### config.mk
export PLATFORM = sky130hd
export DESIGN_NAME = uart_tx_arbiter_flat
export DESIGN_NICKNAME = d
export VERILOG_FILES = /design/src/rtl/uart_tx_arbiter_if.sv /design/src/rtl/uart_tx_arbiter.sv /design/src/flat_wrapper.sv
export SDC_FILE = /design/constraint.sdc
export NUM_CORES = 1
export LEC_CHECK = 0
export BUFFER_PORTS_ARGS = -buffer_cell sky130_fd_sc_hd__buf_2
export CAP_MARGIN = 20
export CORE_MARGIN = 5
export CORE_UTILIZATION = 34
export CTS_BUF_LIST = sky130_fd_sc_hd__clkbuf_8
export DETAILED_ROUTE_END_ITERATION = 12
export PLACE_DENSITY = 0.58
export SYNTH_ARGS = -nofsm -noshare
export SYNTH_HDL_FRONTEND = slang
export SYNTH_SLANG_ARGS = --single-unit
export TNS_END_PERCENT = 5
### constraint.sdc
create_clock -name clk -period 2.9 [get_ports clk]
set_clock_uncertainty 0.1 [all_clocks]
set_input_delay 0.29 -clock clk [delete_from_list [all_inputs] [get_ports clk]]
set_output_delay 0.29 -clock clk [all_outputs]
set_load 0.1 [all_outputs]
### src/rtl/uart_tx_arbiter_if.sv
// Requester-side and transmitter-side signals of the UART transmit arbiter.
// The master modport is the environment and the slave modport is the arbiter.
interface uart_tx_arbiter_if #(
  parameter int NUM_REQ = 2
);
  logic [NUM_REQ-1:0]   req_valid;
  logic [8*NUM_REQ-1:0] req_data;
  logic [NUM_REQ-1:0]   req_last;
  logic [NUM_REQ-1:0]   req_ready;
  logic [NUM_REQ-1:0]   grant;
  logic                 tx_active;
  logic                 tx_send;
  logic [7:0]           tx_data;
  logic                 busy;
  logic                 abort;

  modport master (
    output req_valid, req_data, req_last, tx_active,
    input  req_ready, grant, tx_send, tx_data, busy, abort
  );

  modport slave (
    input  req_valid, req_data, req_last, tx_active,
    output req_ready, grant, tx_send, tx_data, busy, abort
  );
endinterface

### src/rtl/uart_tx_arbiter.sv
// Round-robin, packet-granular sharing of one UART transmitter.
// Paces bytes on tx_active and drops stalled packets on a gap timeout.
module uart_tx_arbiter #(
  parameter int NUM_REQ       = 2,
  parameter int GAP_TIMEOUT   = 16,
  parameter int START_TIMEOUT = 4
) (
  input  logic             clk,
  input  logic             rst_n,
  uart_tx_arbiter_if.slave bus
);
  localparam int IW = $clog2(NUM_REQ);
  localparam int MAXT = (GAP_TIMEOUT > START_TIMEOUT) ?
                        GAP_TIMEOUT : START_TIMEOUT;
  localparam int CW = $clog2(MAXT + 1);
  localparam logic [CW-1:0] GAP_END   = CW'(GAP_TIMEOUT - 1);
  localparam logic [CW-1:0] START_END = CW'(START_TIMEOUT - 1);

  typedef enum logic [1:0] {
    S_IDLE,
    S_LOAD,
    S_WAIT_START,
    S_WAIT_DONE
  } state_t;

  state_t             r_state, w_next;
  logic [NUM_REQ-1:0] r_grant, w_grant_next;
  logic [IW-1:0]      r_rr_ptr, w_rr_next;
  logic [IW-1:0]      w_owner, w_pick, w_ptr_inc;
  logic [IW:0]        w_sum;
  logic               w_found;
  logic               r_tx_send;
  logic [7:0]         r_tx_data;
  logic               r_last;
  logic [CW-1:0]      r_cnt;
  logic [NUM_REQ-1:0] w_ready;
  logic               w_owner_valid;
  logic               w_accept;
  logic               w_cnt_en;
  logic               w_abort;

  always_comb begin
    w_owner = '0;
    for (int i = 0; i < NUM_REQ; i++)
      if (r_grant[i]) w_owner = IW'(i);
  end

  assign w_ptr_inc = (w_owner == IW'(NUM_REQ - 1)) ?
                     '0 : w_owner + IW'(1);

  // Descending scan so the nearest valid requester after rr_ptr wins.
  always_comb begin
    w_found = 1'b0;
    w_pick  = '0;
    w_sum   = '0;
    for (int k = NUM_REQ - 1; k >= 0; k--) begin
      w_sum = {1'b0, r_rr_ptr} + (IW+1)'(k);
      if (w_sum >= (IW+1)'(NUM_REQ))
        w_sum = w_sum - (IW+1)'(NUM_REQ);
      if (bus.req_valid[w_sum[IW-1:0]]) begin
        w_found = 1'b1;
        w_pick  = w_sum[IW-1:0];
      end
    end
  end

  assign w_ready = (r_state == S_LOAD && !bus.tx_active) ?
                   r_grant : '0;
  assign w_accept      = |(bus.req_valid & w_ready);
  assign w_owner_valid = |(bus.req_valid & r_grant);

  always_comb begin
    w_next       = r_state;
    w_grant_next = r_grant;
    w_rr_next    = r_rr_ptr;
    w_abort      = 1'b0;
    w_cnt_en     = 1'b0;
    unique case (r_state)
      S_IDLE: begin
        if (w_found) begin
          w_grant_next = NUM_REQ'(1) << w_pick;
          w_next       = S_LOAD;
        end
      end
      S_LOAD: begin
        if (w_accept) begin
          w_next = S_WAIT_START;
        end else if (!w_owner_valid) begin
          if (r_cnt == GAP_END) begin
            w_abort      = 1'b1;
            w_grant_next = '0;
            w_rr_next    = w_ptr_inc;
            w_next       = S_IDLE;
          end else begin
            w_cnt_en = 1'b1;
          end
        end
      end
      S_WAIT_START: begin
        if (bus.tx_active || r_cnt == START_END)
          w_next = S_WAIT_DONE;
        else
          w_cnt_en = 1'b1;
      end
      S_WAIT_DONE: begin
        if (!bus.tx_active) begin
          if (r_last) begin
            w_grant_next = '0;
            w_rr_next    = w_ptr_inc;
            w_next       = S_IDLE;
          end else begin
            w_next = S_LOAD;
          end
        end
      end
      default: w_next = S_IDLE;
    endcase
  end

  always_ff @(posedge clk or negedge rst_n) begin
    if (!rst_n) begin
      r_state   <= S_IDLE;
      r_grant   <= '0;
      r_rr_ptr  <= '0;
      r_tx_send <= 1'b0;
      r_tx_data <= '0;
      r_last    <= 1'b0;
      r_cnt     <= '0;
    end else begin
      r_state   <= w_next;
      r_grant   <= w_grant_next;
      r_rr_ptr  <= w_rr_next;
      r_tx_send <= w_accept;
      if (w_accept) begin
        r_tx_data <= bus.req_data[{w_owner, 3'b000} +: 8];
        r_last    <= |(bus.req_last & r_grant);
      end
      // One counter serves both timeouts; it restarts on every state change.
      if (w_next != r_state)
        r_cnt <= '0;
      else if (w_cnt_en && r_cnt != {CW{1'b1}})
        r_cnt <= r_cnt + CW'(1);
    end
  end

  assign bus.req_ready = w_ready;
  assign bus.grant     = r_grant;
  assign bus.tx_send   = r_tx_send;
  assign bus.tx_data   = r_tx_data;
  assign bus.busy      = (r_state != S_IDLE);
  assign bus.abort     = w_abort;
endmodule

### src/flat_wrapper.sv
// flat-port wrapper written by rule: the top's interface ports become plain ports
module uart_tx_arbiter_flat 
#(
  parameter int NUM_REQ       = 2,
  parameter int GAP_TIMEOUT   = 16,
  parameter int START_TIMEOUT = 4
)
  (clk, rst_n, bus_req_valid, bus_req_data, bus_req_last, bus_tx_active, bus_req_ready, bus_grant, bus_tx_send, bus_tx_data, bus_busy, bus_abort);
  uart_tx_arbiter_if #(.NUM_REQ(NUM_REQ)) bus_i ();
  input  logic clk;
  input  logic rst_n;
  input wire logic [$bits(bus_i.req_valid)-1:0] bus_req_valid;
  input wire logic [$bits(bus_i.req_data)-1:0] bus_req_data;
  input wire logic [$bits(bus_i.req_last)-1:0] bus_req_last;
  input wire logic [$bits(bus_i.tx_active)-1:0] bus_tx_active;
  output wire logic [$bits(bus_i.req_ready)-1:0] bus_req_ready;
  output wire logic [$bits(bus_i.grant)-1:0] bus_grant;
  output wire logic [$bits(bus_i.tx_send)-1:0] bus_tx_send;
  output wire logic [$bits(bus_i.tx_data)-1:0] bus_tx_data;
  output wire logic [$bits(bus_i.busy)-1:0] bus_busy;
  output wire logic [$bits(bus_i.abort)-1:0] bus_abort;
  assign bus_i.req_valid = bus_req_valid;
  assign bus_i.req_data = bus_req_data;
  assign bus_i.req_last = bus_req_last;
  assign bus_i.tx_active = bus_tx_active;
  assign bus_req_ready = bus_i.req_ready;
  assign bus_grant = bus_i.grant;
  assign bus_tx_send = bus_i.tx_send;
  assign bus_tx_data = bus_i.tx_data;
  assign bus_busy = bus_i.busy;
  assign bus_abort = bus_i.abort;
  uart_tx_arbiter #(.NUM_REQ(NUM_REQ), .GAP_TIMEOUT(GAP_TIMEOUT), .START_TIMEOUT(START_TIMEOUT)) u_core (.clk(clk), .rst_n(rst_n), .bus(bus_i));
endmodule
==> results.json, run 1 <==
{
  "place_area_mm2": 0.00153,
  "synth_top_area_share_pct": 39.1,
  "final_nets": 205,
  "areaGrowthSynthToFinish_pct": 26.0,
  "maxSlewHeadroom_pct": 58.0,
  "place_hpwl_um": 2410,
  "synthesis.nets": 164,
  "grt_max_degree": 21,
  "postCtsSetupRepairBufs": 0,
  "wl_um": 3150,
  "ys_ff_latch": 20,
  "ir_drop_v": 0.000724,
  "rrSetupSlack_ps": 550,
  "synth_edf_count": 0,
  "clk_latency_ps": 270,
  "path_depth": 5,
  "ios": 38,
  "worstHoldPathType": "primary input to flip-flop",
  "dr.pass1.iters": 4,
  "power.total_uw": 2040,
  "finalCritPeriodShare_pct": 82.5,
  "crit_fanout": 7,
  "viasPerCell": 5.27,
  "setup_viol": 0,
  "place.gp.congestion": 0.909,
  "drc": 0,
  "status": "finished, final reports clean",
  "die_area_mm2": 0.00509,
  "endpoint_kind": "output pin",
  "fp.dieH_um": 71.4,
  "drv_slew": 0,
  "worstRegToRegCells": 7,
  "cp_num_buf_inv": 3,
  "crit_type": "flip-flop to output pin",
  "worstMarginPinSlew_ps": 630,
  "synth_area_leader_cell": "dfrtp_1",
  "leakage_uw": 0.000764,
  "hold_viol": 0,
  "start_util_pct": 35.0,
  "arrival_ps": 2000,
  "yosys_warnings": 0,
  "ys_seq_area_share_pct": 39.1,
  "diodes": 0,
  "gr-usage-all-layers_pct": 13.1,
  "rsz0062_at_grt": "no",
  "ant_nets": 0,
  "cts_buffers": 3,
  "synth_ff_type": "dfrtp_1",
  "fin_crit_ps": 2390,
  "yosysUniqueCellTypes": 43,
  "crit_path_start_kind": "flip-flop",
  "critical_path_required_ps": 2510,
  "setup-tns-final_ps": 0,
  "worstReg2RegStart": "u_core.r_cnt[0]",
  "synth_area_leaders": "dfrtp_1 (39%), mux2i_1 (8.6%), ha_1 (7.8%)",
  "synth.cell_area_mm2": 0.00128,
  "cp_slowest_stage_delay_ps": 450,
  "core_area_mm2": 0.00366,
  "cpMostUsedCell": "inv_1",
  "maxCapViolCount": 0,
  "die_w_um": 71.4,
  "antenna_found_initial": 0,
  "design_area_mm2": 0.00161,
  "r2r-end": "u_core.r_cnt[3]",
  "grt_overflow": 0,
  "synth_most_common_cell": "dfrtp_1",
  "clock-root-buffer": "clkbuf_8",
  "cts_buffer_depth": 2,
  "cp_slowest_cell": "buf_2",
  "drive_gt1_share_pct": 28.3,
  "dr_total_vias": 1164,
  "p_per_area_mw_per_mm2": 1270,
  "tritoncts": "done",
  "max_freq_mhz": 418,
  "fp-row-count": 22,
  "syn_avg_cell_area_um2": 9.62,
  "htree_levels": 1,
  "wire_per_inst_um": 14.3,
  "synth-async-reset-ratio_pct": 100,
  "clock_sinks": 20,
  "drt_iter0_drc": 151,
  "crit_family": "buffers and inverters",
  "grt_pass1_wl_um": 5380,
  "syn_inst": 133,
  "synthTopCellsByCount": "dfrtp_1 (20), nor2_1 (18), inv_1 (11), mux2i_1 (11), a21oi_1 (9)",
  "port_buffers": 37,
  "path_clk_slew_ps": 80,
  "path_cells": "inv_1 > ha_1 > inv_1 > nor3_4 > buf_2",
  "cp-startpoint": "u_core.r_state[1]",
  "cp-endpoint": "bus_abort",
  "grt_pass1_vias": 1177
}
-- state kept, by name, indices dropped and copies added (netlist names) --
signal / flops
u_core.bus.tx_data: 8
u_core.r_cnt: 5
u_core.bus.grant: 2
u_core.r_state: 2
u_core.bus.tx_send: 1
u_core.r_last: 1
u_core.r_rr_ptr: 1
-- worst min-delay path by stage --
stage / from / to / slack, ps / cells after the start
after floorplan: rst_n / u_core.bus.grant[0] / -110 / 0
after global placement: rst_n / u_core.r_state[1] / 180 / 1
after detailed placement: rst_n / u_core.r_state[1] / 170 / 1
after CTS: bus_req_valid[1] / u_core.bus.grant[1] / 210 / 3
after global routing: bus_req_data[4] / u_core.bus.tx_data[4] / 230 / 3
final: bus_req_valid[1] / u_core.bus.grant[1] / 220 / 3
-- metrics by stage --
| step | hold WS, ps | setup slack [ps] | std cells | utilization [%] |
|---|---|---|---|---|
| 2_1_floorplan | -106 | 116 | 133 | - |
| 3_3_place_gp | 176 | 560 | 216 | 41.8 |
| 3_5_place_dp | 171 | 561 | 216 | 41.8 |
| 4_1_cts | 212 | 498 | 221 | 44.1 |
| 5_1_grt | 230 | 397 | 221 | 44.1 |
| 6_report | 216 | 508 | 221 | 44.1 |
-- layer usage --
metal / vias to the layer above / wire length (µm) / track usage (%)
met2: 56 / 1390 / 20.4
met4: 0 / 60 / 5.01
li1: 564 / - / -
met3: 10 / 302 / 5.05
met1: 534 / 1400 / 16.3
met5: - / 0 / 0
-- placed cells by master (no fill, tap or decap), types with 3 or more instances in the layout --
cell	count
buf_2	37
dfrtp_1	20
nor2_1	18
inv_1	11
mux2i_1	11
a21oi_1	9
ha_1	8
nand2b_1	5
o21ai_0	4
nand2_1	4
clkbuf_8	3
-- cell families after synthesis --
group / share of synthesized area, %
compound gates: 21.6
xor+xnor: 0.684
fa+ha+maj: 7.82
buf+inv: 4.79
flops: 39.1
mux: 9.48
simple gates: 16.5
-- what timing repair did --
item | 4_1_cts | 5_1_grt
hold endpoints to repair | 20 | 0
hold buffers | 1 | 0
resized for setup | 0 | 0
setup endpoints to repair | 0 | 0
-- cell type report --
class | instances | area, µm²
sequential | 20 | 500
inverter | 11 | 41.3
multi-input combinational | 98 | 729
clock buffer | 3 | 41.3
tap | 48 | 60.1
clock inverter | 1 | 30.0
fill | 351 | 2050
timing repair buffer | 40 | 210
-- power breakdown --
part / switching (µW) / internal [µW] / total, µW
combinational: 971 / 314 / 1290
clock: 96.5 / 184 / 281
sequential: 95.7 / 382 / 478
total: 1160 / 880 / 2040
-- worst min-delay path, stage by stage --
cell and delay, ps:
buf_2 130, nand4_1 70, mux2i_1 60
Note: power is estimated with default switching activity, not from simulation.
==> run 2, diff against run 1 <==
--- a/config.mk
+++ b/config.mk
@@ -11,7 +11,7 @@
 export CORE_UTILIZATION = 34
 export CTS_BUF_LIST = sky130_fd_sc_hd__clkbuf_8
 export DETAILED_ROUTE_END_ITERATION = 12
-export PLACE_DENSITY = 0.58
+export PLACE_DENSITY = 0.6
 export SYNTH_ARGS = -nofsm -noshare
 export SYNTH_HDL_FRONTEND = slang
 export SYNTH_SLANG_ARGS = --single-unit
==> constraint.sdc (replaced) <==
create_clock -name clk -period 2.2 [get_ports clk]
set_clock_uncertainty 0.1 [all_clocks]
set_input_delay 0.22 -clock clk [delete_from_list [all_inputs] [get_ports clk]]
set_output_delay 0.22 -clock clk [all_outputs]
set_load 0.1 [all_outputs]
==> run 2 against run 1 <==
  * Critical path depth increased by 2
  * Die area did not move
  * Sequential power is 25% higher
  * Clock power up 3%
  * Utilization is 5.1 points higher
  * Sequential share of layout area down 3.1 points
  * Global-route usage increased by 1.5 points
  * Wire length is 7.7% higher
  * Worst setup slack worse by 470 ps
  * Largest cell class unchanged
==> results.json, run 2 (synthesis results as in run 1) <==
{
  "worstRegToRegCells": 7,
  "grt_overflow": 0,
  "fin_crit_ps": 2160,
  "largest_reg_flops": 8,
  "start_util_pct": 35.0,
  "diodes": 0,
  "crit_family": "simple AND/OR/NAND/NOR gates",
  "path_clk_slew_ps": 80,
  "tritoncts": "done",
  "grt-busiest-layer": "met2",
  "instances_no_fill": 236,
  "post-place-ws_ps": -110,
  "p_sw_uw": 1580,
  "grtUsageMet1_pct": 18.1,
  "max_freq_mhz": 463,
  "cts_buffers": 3,
  "cp_num_buf_inv": 0,
  "mostFrequentLayoutCells": "buf_2 (34), dfrtp_1 (19), buf_4 (17)",
  "multi_input_area_um2": 772,
  "hp-start": "bus_req_data[4]",
  "cp_slowest_stage_delay_ps": 390,
  "place.gp.congestion": 0.845,
  "worstReg2RegStart": "u_core.r_cnt[0]",
  "seqPwrFrac_pct": 21.1,
  "internal-power_uw": 1250,
  "core_area_mm2": 0.00366,
  "drv_slew": 0,
  "ant_nets": 0,
  "cp-endpoint": "u_core.r_cnt[3]",
  "path_depth": 7,
  "r2r-end": "u_core.r_cnt[3]",
  "power.share.clock_pct": 10.2,
  "arrival_ps": 2240,
  "clk_latency_ps": 260,
  "worstMarginPinSlew_ps": 489,
  "crit_path_start_kind": "flip-flop",
  "maxSlewHeadroom_pct": 67.7,
  "clock_sinks": 20,
  "clock-root-buffer": "clkbuf_8",
  "rsz0062_at_grt": "yes",
  "drc": 0,
  "die_w_um": 71.4,
  "postCtsSetupRepairBufs": 0,
  "place_hpwl_um": 2690,
  "status": "finished, final reports clean",
  "endpoint_kind": "flip-flop",
  "cp-startpoint": "u_core.r_cnt[0]",
  "final_common_cell": "buf_2",
  "fp.dieH_um": 71.4,
  "swShare_pct": 55.9,
  "critical_path_required_ps": 2290,
  "num-fill-cells": 353,
  "wl_um": 3390,
  "finalCritPeriodShare_pct": 98.1,
  "crit_fanout": 6,
  "path_cells": "ha_2 > and3_1 > ha_2 > nand2b_4 > o32a_4 > or3_4 > a211oi_2",
  "final_nets": 220,
  "crit_type": "flip-flop to flip-flop",
  "grt_pass1_wl_um": 5980,
  "viasPerCell": 5.10,
  "place_area_mm2": 0.00170,
  "place_inst": 231,
  "antenna_found_initial": 0,
  "ir_drop_v": 0.00138,
  "setup_slack_ps": 41.1,
  "worstHoldPathType": "primary input to flip-flop",
  "groute.layer.met2.usage_pct": 24.6,
  "htree_levels": 1,
  "die_area_mm2": 0.00509,
  "leakage_uw": 0.000841,
  "grt.met3_usage_pct": 3.65,
  "dr_total_vias": 1203,
  "gr-usage-all-layers_pct": 14.5,
  "dr.pass1.iters": 4,
  "fin_hold_ws_ps": 147,
  "port_buffers": 37,
  "maxCapViolCount": 0,
  "grt_max_degree": 21,
  "hold_viol": 0,
  "cpMostUsedCell": "ha_2",
  "regArea_um2": 502,
  "setup_viol": 0,
  "p_per_area_mw_per_mm2": 1580,
  "combPwrFrac_pct": 68.7,
  "design_area_mm2": 0.00180,
  "cp_slowest_cell": "dfrtp_1",
  "ios": 38,
  "rrSetupSlack_ps": 40,
  "wire_per_inst_um": 14.4,
  "fp-row-count": 22,
  "areaGrowthSynthToFinish_pct": 40.5,
  "grt_pass1_vias": 1296,
  "drive_gt1_share_pct": 40.4,
  "cts_buffer_depth": 2,
  "drt_iter0_drc": 69
}
-- run 2: cell types whose count changed in the layout (fill, tap and decap cells not counted), sizes merged --
| cell | previous run | this run |
|---|---|---|
| buf | 39 | 54 |
| clkbuf | 3 | 4 |
| bufinv | 1 | 0 |
-- run 2: final cells by class --
cell class                      instances  area share (%)
Inverter                               11            2.30
Tap cell                               48            3.34
Clock buffer                            4            3.06
Timing Repair Buffer                   55            20.5
Multi-Input combinational cell         98            42.9
Sequential cell                        20            27.9
-- run 2: timing repair --
action	in CTS	in global routing
hold buffers	1	0
pin swaps	2	0
endpoints found under the hold margin	20	0
setup endpoints to repair	3	11
gates resized for setup	4	7
-- run 2: metal layers --
layer | share of wire [%] | wire, µm
met3 | 6.4 | 218
met4 | 1.3 | 43
met2 | 47 | 1600
met5 | 0 | 0
met1 | 45 | 1530
-- run 2: stage by stage --
stage	total power [µW]	setup TNS [ps]	util, %
after floorplan	2000	-345	-
after global placement	2490	-9.12	46.3
after detailed placement	2520	-230	46.3
after CTS	2850	-9.24	48.7
after global routing	3000	-66.9	49.1
final	2830	0	49.1
-- run 2: worst reg2reg max path: cells and delay by family (launching register included) --
family                     cells  cell delay (ps)
adders and majority gates      2              370
DFF                            1              390
AOI/OAI and AO/OA              2              590
and+or+nand+nor                3              630
-- run 2: how the worst min path moves through the flow --
stage,end,cells past startpoint
2_1_floorplan,u_core.bus.grant[0],0
3_3_place_gp,u_core.r_state[1],1
3_5_place_dp,u_core.r_state[1],1
4_1_cts,u_core.bus.tx_data[4],3
5_1_grt,u_core.bus.tx_data[4],3
6_report,u_core.bus.tx_data[4],3
-- run 2: power by group through the flow --
stage                     logic (µW)  registers [µW]  clock network [µW]
final                           1950             597                 289
after global routing            2070             617                 318
after CTS                       1950             599                 300
after detailed placement        1930             597                   0
after global placement          1900             594                   0
after floorplan                  780            1220                   0
